===== src/rtl/popcnt_pkg.sv =====
// -----------------------------------------------------------------------------
// popcnt_pkg
// Shared definitions for the popcount sharing controller.
//   ADD_IN_W / ADD_OUT_W : width of one beat and of its 4-bit popcount
//   RR_MAX / RR_IDX_W    : largest requester count the round-robin helper handles
//   state_t              : controller FSM states
//   rr_pick()            : first valid index searching upward from ptr, wrapping
// -----------------------------------------------------------------------------
package popcnt_pkg;

    localparam int ADD_IN_W  = 10;
    localparam int ADD_OUT_W = 4;

    localparam int RR_MAX   = 32;
    localparam int RR_IDX_W = 5;

    typedef enum logic [1:0] {
        IDLE  = 2'd0,
        ACCUM = 2'd1,
        DONE  = 2'd2
    } state_t;

    // Only the low nreq bits of valid are considered; ptr must be < nreq.
    function automatic logic [RR_IDX_W-1:0] rr_pick(
        input logic [RR_MAX-1:0]   valid,
        input logic [RR_IDX_W-1:0] ptr,
        input int                  nreq
    );
        logic [RR_IDX_W-1:0] pick;
        logic                found;
        logic [31:0]         idx;
        pick  = '0;
        found = 1'b0;
        for (int k = 0; k < RR_MAX; k++) begin
            if (k < nreq) begin
                idx = 32'(ptr) + 32'(k);
                if (idx >= 32'(nreq)) begin
                    idx = idx - 32'(nreq);
                end
                if (!found && valid[idx[RR_IDX_W-1:0]]) begin
                    pick  = idx[RR_IDX_W-1:0];
                    found = 1'b1;
                end
            end
        end
        return pick;
    endfunction

endpackage


===== src/rtl/adder_10to4.sv =====
// -----------------------------------------------------------------------------
// adder_10to4
// Combinational popcount of one 10-bit beat.
//   bits  in  10  beat data
//   count out 4   number of set bits (0..10)
// -----------------------------------------------------------------------------
module adder_10to4
    import popcnt_pkg::*;
(
    input  logic [ADD_IN_W-1:0]  bits,
    output logic [ADD_OUT_W-1:0] count
);

    always_comb begin
        count = '0;
        for (int i = 0; i < ADD_IN_W; i++) begin
            count = count + ADD_OUT_W'(bits[i]);
        end
    end

endmodule


===== src/rtl/rr_arbiter_nreq.sv =====
// -----------------------------------------------------------------------------
// rr_arbiter_nreq
// Combinational round-robin pick among NREQ requesters.
//   valid     in  NREQ  request vector
//   ptr       in  ID_W  highest-priority index this round
//   winner    out ID_W  first valid index at or above ptr, wrapping
//   any_valid out 1     at least one request present
// -----------------------------------------------------------------------------
module rr_arbiter_nreq
    import popcnt_pkg::*;
#(
    parameter int NREQ = 4,
    parameter int ID_W = 2
) (
    input  logic [NREQ-1:0] valid,
    input  logic [ID_W-1:0] ptr,
    output logic [ID_W-1:0] winner,
    output logic            any_valid
);

    if (NREQ > RR_MAX) begin : g_nreq_check
        $error("rr_arbiter_nreq: NREQ exceeds RR_MAX");
    end

    logic [RR_MAX-1:0]   valid_ext;
    logic [RR_IDX_W-1:0] ptr_ext;
    logic [RR_IDX_W-1:0] pick;

    assign valid_ext = RR_MAX'(valid);
    assign ptr_ext   = RR_IDX_W'(ptr);
    assign pick      = rr_pick(valid_ext, ptr_ext, NREQ);
    assign winner    = ID_W'(pick);
    assign any_valid = |valid;

endmodule


===== src/rtl/popcnt_share_ctrl.sv =====
// -----------------------------------------------------------------------------
// popcnt_share_ctrl
// Shares one adder_10to4 popcount datapath among NREQ requesters, granted
// round-robin. A job is BEATS consecutive 10-bit beats from the granted
// requester; their popcounts are summed and returned as one tagged result.
//
// Ports
//   clk        in   1          rising-edge clock
//   reset      in   1          asynchronous, active-high
//   req_valid  in   NREQ       per-requester beat valid
//   req_data   in   NREQ*10    requester i at [10*i+9:10*i]
//   req_ready  out  NREQ       one-hot on the granted requester while accumulating
//   out_valid  out  1          result valid (held until out_ready)
//   out_ready  in   1          consumer accepts result
//   out_sum    out  ACC_W      set bits over the job
//   out_id     out  ID_W       requester that owned the job
//   thresh     in   ACC_W      (POPCNT_THRESH_EN only) fire threshold
//   out_fire   out  1          (POPCNT_THRESH_EN only) out_sum >= thresh
//
// Build option: define POPCNT_THRESH_EN to add the threshold compare.
//
// state | meaning
// ------+-------------------------------------------------------------
// IDLE  | arbitration bubble; latch winner, clear acc and beat_cnt
// ACCUM | accept beats from gnt only; stall (grant held) while invalid
// DONE  | result held on out_*; advance rr_ptr past gnt on handshake
// -----------------------------------------------------------------------------
module popcnt_share_ctrl
    import popcnt_pkg::*;
#(
    parameter  int NREQ  = 4,
    parameter  int BEATS = 8,
    parameter  int ACC_W = 8,
    localparam int ID_W  = (NREQ > 1) ? $clog2(NREQ) : 1
) (
    input  logic                     clk,
    input  logic                     reset,
    input  logic [NREQ-1:0]          req_valid,
    input  logic [NREQ*ADD_IN_W-1:0] req_data,
    output logic [NREQ-1:0]          req_ready,
    output logic                     out_valid,
    input  logic                     out_ready,
    output logic [ACC_W-1:0]         out_sum,
    output logic [ID_W-1:0]          out_id
`ifdef POPCNT_THRESH_EN
    ,
    input  logic [ACC_W-1:0]         thresh,
    output logic                     out_fire
`endif
);

    localparam int CNT_W = (BEATS > 1) ? $clog2(BEATS) : 1;

    if (ACC_W < $clog2(10 * BEATS + 1)) begin : g_acc_w_check
        $error("popcnt_share_ctrl: ACC_W too narrow for 10*BEATS");
    end
    if (NREQ < 2) begin : g_nreq_check
        $error("popcnt_share_ctrl: NREQ must be at least 2");
    end
    if (BEATS < 1) begin : g_beats_check
        $error("popcnt_share_ctrl: BEATS must be at least 1");
    end

    state_t                state;
    logic [ID_W-1:0]       gnt;
    logic [ID_W-1:0]       rr_ptr;
    logic [ACC_W-1:0]      acc;
    logic [CNT_W-1:0]      beat_cnt;

    logic [ID_W-1:0]       arb_winner;
    logic                  arb_any;
    logic [ADD_IN_W-1:0]   beat_data;
    logic [ADD_OUT_W-1:0]  beat_pop;
    logic                  gnt_valid;
    logic [ACC_W-1:0]      acc_next;
    logic                  last_beat;
    logic [ID_W-1:0]       gnt_inc;

    rr_arbiter_nreq #(
        .NREQ (NREQ),
        .ID_W (ID_W)
    ) u_arb (
        .valid     (req_valid),
        .ptr       (rr_ptr),
        .winner    (arb_winner),
        .any_valid (arb_any)
    );

    // gnt-indexed mux; a compare loop keeps out-of-range gnt values harmless
    // when NREQ is not a power of two.
    always_comb begin
        beat_data = '0;
        gnt_valid = 1'b0;
        for (int i = 0; i < NREQ; i++) begin
            if (gnt == ID_W'(i)) begin
                beat_data = req_data[i*ADD_IN_W +: ADD_IN_W];
                gnt_valid = req_valid[i];
            end
        end
    end

    always_comb begin
        req_ready = '0;
        for (int i = 0; i < NREQ; i++) begin
            if ((state == ACCUM) && (gnt == ID_W'(i))) begin
                req_ready[i] = 1'b1;
            end
        end
    end

    adder_10to4 u_adder (
        .bits  (beat_data),
        .count (beat_pop)
    );

    assign acc_next  = acc + ACC_W'(beat_pop);
    assign last_beat = (beat_cnt == CNT_W'(BEATS - 1));
    assign gnt_inc   = (gnt == ID_W'(NREQ - 1)) ? '0 : gnt + ID_W'(1);

    always_ff @(posedge clk or posedge reset) begin
        if (reset) begin
            state     <= IDLE;
            gnt       <= '0;
            rr_ptr    <= '0;
            acc       <= '0;
            beat_cnt  <= '0;
            out_valid <= 1'b0;
            out_sum   <= '0;
            out_id    <= '0;
`ifdef POPCNT_THRESH_EN
            out_fire  <= 1'b0;
`endif
        end else begin
            case (state)
                IDLE: begin
                    if (arb_any) begin
                        gnt      <= arb_winner;
                        acc      <= '0;
                        beat_cnt <= '0;
                        state    <= ACCUM;
                    end
                end
                ACCUM: begin
                    if (gnt_valid) begin
                        acc      <= acc_next;
                        beat_cnt <= beat_cnt + CNT_W'(1);
                        if (last_beat) begin
                            state     <= DONE;
                            out_valid <= 1'b1;
                            out_sum   <= acc_next;
                            out_id    <= gnt;
`ifdef POPCNT_THRESH_EN
                            // thresh only matters on the final beat
                            out_fire  <= (acc_next >= thresh);
`endif
                        end
                    end
                end
                DONE: begin
                    if (out_ready) begin
                        out_valid <= 1'b0;
                        rr_ptr    <= gnt_inc;
                        state     <= IDLE;
                    end
                end
                default: begin
                    state <= IDLE;
                end
            endcase
        end
    end

endmodule

===== config.mk =====
export PLATFORM = sky130hd
export DESIGN_NAME = popcnt_share_ctrl
export DESIGN_NICKNAME = d
export VERILOG_FILES = /design/src/rtl/popcnt_pkg.sv /design/src/rtl/adder_10to4.sv /design/src/rtl/rr_arbiter_nreq.sv /design/src/rtl/popcnt_share_ctrl.sv
export SDC_FILE = /design/constraint.sdc
export NUM_CORES = 1
export LEC_CHECK = 0
export BUFFER_PORTS_ARGS = -buffer_cell sky130_fd_sc_hd__buf_4
export CORE_MARGIN = 8
export CORE_UTILIZATION = 23
export CTS_CLUSTER_DIAMETER = 80
export DETAILED_ROUTE_END_ITERATION = 8
export RECOVER_POWER = 50
export SKIP_CTS_REPAIR_TIMING = 1
export SYNTH_ARGS = -nofsm -noshare
export SYNTH_HDL_FRONTEND = slang
export SYNTH_SLANG_ARGS = --single-unit
export TNS_END_PERCENT = 30

===== constraint.sdc =====
create_clock -name clk -period 7.8 [get_ports clk]
set_clock_uncertainty 0.1 [all_clocks]
set_input_delay 0.78 -clock clk [delete_from_list [all_inputs] [get_ports clk]]
set_output_delay 0.78 -clock clk [all_outputs]
set_load 0.02 [all_outputs]

==> out/results.ini, run 1 <==
[status]
outcome = finished, final reports clean

[timing]
timing_hold_violations_final = 0
fin_crit_ns = 6.068
slew_violations = 0
tns_ns = 0
final.period_utilization = 0.7779
fmaxAchievable_mhz = 164.8
worst-slew-pin-transition_ns = 1.082
timing.max_slew.rel_slack = 0.2780
rsz0062_at_grt = no
final-setup-viol-count = 0

[global_routing]
grt.overflow.total = 0
global_route_wire_length_before_repair_um = 10540
grt_max_degree = 29
initial_antenna_violation_count = 0
grt_pass1_vias = 2094
grt_usage = 0.09620

[synthesis]
ys_async_sr_fraction = 1.000
synth-seq-cells = 28
synth_top_area_frac = 0.3003
synth.lib_cells_used.distinct = 43
post_synthesis_instance_total = 274
yosysSeqAreaShare = 0.3003
syn-num-nets = 347
synth_area_mm2 = 0.002333
synth_largest_area_cell = sky130_fd_sc_hd__dfrtp_1
number_of_warnings_reported_in_the_yosys_synthesis_log = 0
netlist_top_cells_area = sky130_fd_sc_hd__dfrtp_1, sky130_fd_sc_hd__ha_1, sky130_fd_sc_hd__a21oi_1, sky130_fd_sc_hd__fa_1, sky130_fd_sc_hd__nand2_1
top_cells_by_instance_count_after_synthesis = sky130_fd_sc_hd__nand2_1, sky130_fd_sc_hd__a21oi_1, sky130_fd_sc_hd__dfrtp_1
yosys.cell_count.top_type = sky130_fd_sc_hd__nand2_1
number_of_synthesized_flops_with_an_enable_pin = 0
synth_ff_type = sky130_fd_sc_hd__dfrtp_1
syn-mean-instance-area_um2 = 8.516

[cells_and_area]
flow.area_growth_from_synthesis_pct = 25.42
drive_gt1_frac = 0.1908
antenna_cells_inserted = 0
seq_area_um2 = 700.7
final_nets = 399
multiInputGateArea_mm2 = 0.001493
count_of_fill_cells_added_during_filler_insertion = 1085

[setup_path]
critical_path.startpoint = gnt[1]
critPathKind = flip-flop to flip-flop
crit_family = adder cells
cp_cell_sequence = inv_1, ha_1, nand3b_1, a21oi_1, a21oi_1, o21ai_0, ha_1, inv_1, fa_1, fa_1, fa_1, fa_1, fa_1, inv_1, ha_1, a21o_1, a21oi_1, xor2_1, nor2_1, mux2_1
cp_data_arrival_time_ns = 6.13
critical-path-max-stage-delay_ns = 0.57
critical_path.max_fanout = 23
timing.critical_path.mode_cell = sky130_fd_sc_hd__fa_1
critPathSlowestCell = sky130_fd_sc_hd__ha_1
crit_buf_inv = 3
cp_data_required_time_ns = 7.86
worstSetupStartpointType = flip-flop
regToRegStartpoint = gnt[1]
worstSetupEndpointType = flip-flop

[detailed_routing]
drt_first_iter_violations = 107
vias = 2066
detail-route-antenna-nets = 0
first_pass_iteration_count_of_the_detailed_router = 4
post_drt_wl_per_cell_um = 13.90
avgViaCountPerCell = 4.511
routed_wirelength_um = 6365
drc = 0

[placement]
place.detailed.hpwl_um = 5069
gp_congestion = 0.8606
place.port_buffers = 61

[cts]
clock-root-buffer = sky130_fd_sc_hd__clkbuf_8
htreeDepth = 1
clock_sinks = 28
tritoncts = yes
tritoncts.num_buffers = 3
clkSlewWorstSetupHoldPaths_ns = 0.10
clk_path_buf_depth = 2
clock_insertion_delay_worst_skew_ns = 0.27

[die]
ios = 62
floorplan.die.width_um = 116.7
die_height_um = 116.7
fp.dieArea_mm2 = 0.01362
core_area_mm2 = 0.009819
initial_core_util = 0.2376
rows = 36

[job]
drv_cap = 0

[min_path]
worst_hold_startpoint = out_sum[7]
min_path_type = flip-flop to flip-flop

-- logic make-up (layout without fill, tap and decap cells) --
family | Yosys count | count (layout) | share of synthesized area
AO/OA/AOI/OAI | 77 | 77 | 0.2027
XOR/XNOR | 7 | 7 | 0.02627
adder cells (fa/ha/maj) | 26 | 26 | 0.1619
buffers and inverters | 35 | 86 | 0.06005
flip-flops | 28 | 28 | 0.3003
multiplexers | 12 | 12 | 0.05415
AND/OR/NAND/NOR | 89 | 89 | 0.1946
-- placed cells by master (no fill, tap or decap), types with 2 or more instances in the layout --
cell,count
sky130_fd_sc_hd__buf_4,48
sky130_fd_sc_hd__nand2_1,35
sky130_fd_sc_hd__a21oi_1,34
sky130_fd_sc_hd__dfrtp_1,28
sky130_fd_sc_hd__inv_1,21
sky130_fd_sc_hd__ha_1,19
sky130_fd_sc_hd__o21ai_1,16
sky130_fd_sc_hd__nor2_1,14
sky130_fd_sc_hd__nand3b_1,12
sky130_fd_sc_hd__clkbuf_1,11
sky130_fd_sc_hd__o21ai_0,8
sky130_fd_sc_hd__mux2i_1,7
sky130_fd_sc_hd__fa_1,7
sky130_fd_sc_hd__nand3_1,6
sky130_fd_sc_hd__xor2_1,5
sky130_fd_sc_hd__and2_1,5
sky130_fd_sc_hd__nor2b_1,4
sky130_fd_sc_hd__mux2_1,3
sky130_fd_sc_hd__clkbuf_8,3
sky130_fd_sc_hd__a211oi_1,2
sky130_fd_sc_hd__xnor2_1,2
sky130_fd_sc_hd__o221ai_1,2
sky130_fd_sc_hd__o31ai_1,2
sky130_fd_sc_hd__or3_1,2
sky130_fd_sc_hd__a21o_1,2
sky130_fd_sc_hd__mux2_2,2
sky130_fd_sc_hd__or3_4,2
sky130_fd_sc_hd__nor4_1,2
sky130_fd_sc_hd__nand2b_1,2
sky130_fd_sc_hd__a22o_1,2
sky130_fd_sc_hd__and3_1,2
sky130_fd_sc_hd__clkbuf_4,2
-- per-layer routing --
metal / vias to the layer above / GRT usage / wire, um
li1: 1050 / - / -
met1: 985 / 0.1228 / 2847
met2: 27 / 0.1674 / 3269
met3: 4 / 0.01965 / 220
met4: 0 / 0.01109 / 28
met5: - / 0 / 0
-- through the flow --
stage               utilization  std cells  hold WS (ns)  setup slack [ns]  cell area (um2)
floorplan                     -        274        0.3543             2.324             2333
global placement         0.2950        454        0.3725             1.878             2897
global route             0.2980        458        0.4284             1.276             2927
CTS                      0.3022        458        0.4017             1.731             2968
finish                   0.2980        458        0.3925             1.732             2927
detailed placement       0.2950        454        0.3797             1.755             2897
-- cell type report --
class / count / area share
multi-input combinational: 211 / 0.5100
sequential: 28 / 0.2394
timing repair buffer: 61 / 0.1424
tap: 133 / 0.05686
inverter: 21 / 0.02693
clock buffer: 3 / 0.01411
clock inverter: 1 / 0.01026
-- sequential cells by signal, indices dropped and copies added, names as in the netlist --
| name | cells |
|---|---|
| out_sum | 8 |
| acc | 8 |
| rr_ptr | 2 |
| out_valid | 1 |
| gnt | 2 |
| beat_cnt | 3 |
| out_id | 2 |
| state | 2 |
-- worst reg2reg max path, stage by stage (launching register included) --
cell and delay [ns]:
sky130_fd_sc_hd__dfrtp_1 0.44, sky130_fd_sc_hd__inv_1 0.13, sky130_fd_sc_hd__ha_1 0.57, sky130_fd_sc_hd__nand3b_1 0.20
sky130_fd_sc_hd__a21oi_1 0.08, sky130_fd_sc_hd__a21oi_1 0.15, sky130_fd_sc_hd__o21ai_0 0.09, sky130_fd_sc_hd__ha_1 0.33
sky130_fd_sc_hd__inv_1 0.06, sky130_fd_sc_hd__fa_1 0.50, sky130_fd_sc_hd__fa_1 0.53, sky130_fd_sc_hd__fa_1 0.52
sky130_fd_sc_hd__fa_1 0.46, sky130_fd_sc_hd__fa_1 0.54, sky130_fd_sc_hd__inv_1 0.05, sky130_fd_sc_hd__ha_1 0.28
sky130_fd_sc_hd__a21o_1 0.15, sky130_fd_sc_hd__a21oi_1 0.17, sky130_fd_sc_hd__xor2_1 0.24, sky130_fd_sc_hd__nor2_1 0.07
sky130_fd_sc_hd__mux2_1 0.30
-- final timing paths --
check | to | slack [ns] | cells past startpoint
hold reg to reg | out_sum[7] | 0.39 | 2
setup reg to reg | acc[3] | 1.73 | 20
hold / removal | out_sum[7] | 0.39 | 2
min in group asynchronous | out_valid | 0.68 | 2
max in group asynchronous | acc[3] | 6.27 | 2
setup / recovery | acc[3] | 1.73 | 20
Power of run 1 is left out: the tool's default activity adds up to more than one toggle a clock period on the data nets, which glitch-free logic cannot reach.
==> inputs of run 2 (changes only) <==
==> constraint.sdc (replaced) <==
create_clock -name clk -period 5.9 [get_ports clk]
set_clock_uncertainty 0.1 [all_clocks]
set_input_delay 0.59 -clock clk [delete_from_list [all_inputs] [get_ports clk]]
set_output_delay 0.59 -clock clk [all_outputs]
set_load 0.02 [all_outputs]
==> out/results.ini, run 2 (synthesized netlist as in run 1, its figures left out) <==
[setup_path]
critical-path-max-stage-delay_ns = 0.54  ; -0.03 ns
crit_buf_inv = 3  ; unchanged
crit_family = adder cells
crit-reg2reg-capture = acc[3]
timing.critical_path.mode_cell = sky130_fd_sc_hd__fa_1
worstSetupPathDepth = 20  ; unchanged
critical_path.max_fanout = 15  ; -35%
worstSetupEndpointType = flip-flop
cp_cell_sequence = inv_1, ha_4, buf_4, nand3b_1, a21oi_1, a21oi_1, nor2_1, a21oi_1, fa_1, fa_1, fa_1, fa_1, fa_1, inv_1, ha_1, a21o_1, a21oi_1, xor2_1, nor2_1, mux2_1
cp_data_arrival_time_ns = 5.64  ; -0.49 ns
regToRegStartpoint = gnt[1]
regToRegSetupSlack_ns = 0.33  ; -1.40 ns
critPathSlowestCell = sky130_fd_sc_hd__fa_1
critPathKind = flip-flop to flip-flop
cp_data_required_time_ns = 5.97  ; -1.89 ns
worstSetupStartpointType = flip-flop
timing.reg2reg.worst_path_depth = 20  ; unchanged

[cts]
clock_insertion_delay_worst_skew_ns = 0.28  ; about the same
tritoncts = yes
clk_path_buf_depth = 2  ; unchanged
clock_sinks = 28  ; unchanged
clock-root-buffer = sky130_fd_sc_hd__clkbuf_8
htreeDepth = 1  ; unchanged
clkSlewWorstSetupHoldPaths_ns = 0.10  ; about the same
tritoncts.num_buffers = 3  ; unchanged

[min_path]
min_path_type = input port to flip-flop
worst_hold_path.endpoint = state[1]
worst_hold_path.num_cells = 2  ; unchanged
worst_hold_startpoint = out_ready

[detailed_routing]
avgViaCountPerCell = 4.456  ; -1.2%
vias = 2063  ; -0.15%
detail-route-antenna-nets = 0  ; unchanged
routed_wirelength_um = 6407  ; +0.66%
drc = 0  ; unchanged
post_drt_wl_per_cell_um = 13.84  ; -0.43%
drt_first_iter_violations = 130  ; +21%
first_pass_iteration_count_of_the_detailed_router = 5  ; +1

[timing]
fmaxAchievable_mhz = 179.6  ; +9.0%
tns_ns = 0  ; unchanged
final-setup-viol-count = 0  ; unchanged
timing.max_slew.rel_slack = 0.2585  ; -0.01950
final.period_utilization = 0.9436  ; +0.1657
worst-slew-pin-transition_ns = 1.111  ; +0.02922 ns
fin_crit_ns = 5.567  ; -0.5004 ns
slew_violations = 0  ; unchanged
timing_hold_violations_final = 0  ; unchanged
rsz0062_at_grt = no

[global_routing]
grt_max_degree = 29  ; unchanged
grt_pass1_vias = 2129  ; +1.7%
grt_usage = 0.09348  ; -0.002718
initial_antenna_violation_count = 0  ; unchanged
grt.overflow.total = 0  ; unchanged
global_route_wire_length_before_repair_um = 10250  ; -2.8%

[cells_and_area]
drive_gt1_frac = 0.2121  ; +0.02135
final_nets = 404  ; +1.3%
antenna_cells_inserted = 0  ; unchanged
layout.cells.most_common = sky130_fd_sc_hd__buf_4
final_cell_mix = sky130_fd_sc_hd__buf_4, sky130_fd_sc_hd__nand2_1, sky130_fd_sc_hd__a21oi_1, sky130_fd_sc_hd__dfrtp_1, sky130_fd_sc_hd__inv_1
flow.area_growth_from_synthesis_pct = 27.13
top_regs = acc: 8 flops, out_sum: 8 flops, beat_cnt: 3 flops

[die]
ios = 62  ; unchanged
initial_core_util = 0.2376  ; unchanged
core_area_mm2 = 0.009819  ; unchanged
rows = 36  ; unchanged
die_height_um = 116.7  ; unchanged
floorplan.die.width_um = 116.7  ; unchanged
fp.dieArea_mm2 = 0.01362  ; unchanged

[placement]
place.port_buffers = 61  ; unchanged
gp_congestion = 0.8305  ; -3.5%
place.detailed.hpwl_um = 5142  ; +1.4%

[job]
drv_cap = 0  ; unchanged

[status]
outcome = finished, final reports clean

## run 2: changes by cell type in the layout (fill, tap and decap cells not counted), sizes merged
cell    delta
bufinv     -1
buf        +5
clkbuf     +1
## run 2: area by class of cell
type	count	area [um2]
clock buffer	4	55.05
fill	1073	6853
inverter	21	78.83
multi-input combinational	211	1514
sequential	28	701.9
tap	133	166.4
timing repair buffer	66	450.4
## run 2: routing by layer
layer / vias to the layer above / global-route usage / part of all wire
li1: 1062 / - / -
met1: 965 / 0.1132 / 0.44
met2: 32 / 0.1674 / 0.51
met3: 4 / 0.02275 / 0.046
met4: 0 / 0.01109 / 0.0072
met5: - / 0 / 0
## run 2: worst max path at each step
stage	startpoint	end	slack, ns
final	gnt[1]	acc[3]	0.33
after global routing	gnt[1]	acc[3]	0.02
after CTS	gnt[1]	acc[4]	0.23
after detailed placement	gnt[1]	acc[4]	0.24
after global placement	gnt[1]	acc[4]	0.29
after floorplan	gnt[0]	acc[4]	0.42
## run 2: worst register-to-register path, stage by stage, from the launching register on
cell	delay (ns)
sky130_fd_sc_hd__dfrtp_1	0.42
sky130_fd_sc_hd__inv_1	0.12
sky130_fd_sc_hd__ha_4	0.20
sky130_fd_sc_hd__buf_4	0.18
sky130_fd_sc_hd__nand3b_1	0.16
sky130_fd_sc_hd__a21oi_1	0.19
sky130_fd_sc_hd__a21oi_1	0.06
sky130_fd_sc_hd__nor2_1	0.12
sky130_fd_sc_hd__a21oi_1	0.07
sky130_fd_sc_hd__fa_1	0.52
sky130_fd_sc_hd__fa_1	0.52
sky130_fd_sc_hd__fa_1	0.52
sky130_fd_sc_hd__fa_1	0.47
sky130_fd_sc_hd__fa_1	0.54
sky130_fd_sc_hd__inv_1	0.05
sky130_fd_sc_hd__ha_1	0.28
sky130_fd_sc_hd__a21o_1	0.16
sky130_fd_sc_hd__a21oi_1	0.17
sky130_fd_sc_hd__xor2_1	0.24
sky130_fd_sc_hd__nor2_1	0.07
sky130_fd_sc_hd__mux2_1	0.29
## run 2: per-stage QoR
step / util / area [um2] / cells / setup slack, ns / hold WS [ns]
after floorplan: - / 2333 / 274 / 0.4237 / 0.3543
after global placement: 0.2988 / 2934 / 459 / 0.2896 / 0.3691
after detailed placement: 0.2988 / 2934 / 459 / 0.2433 / 0.3747
after CTS: 0.3044 / 2989 / 463 / 0.2314 / 0.3845
after global routing: 0.3021 / 2967 / 463 / 0.02047 / 0.3836
final: 0.3021 / 2967 / 463 / 0.3325 / 0.3884
Power of run 2 is left out for the same reason.
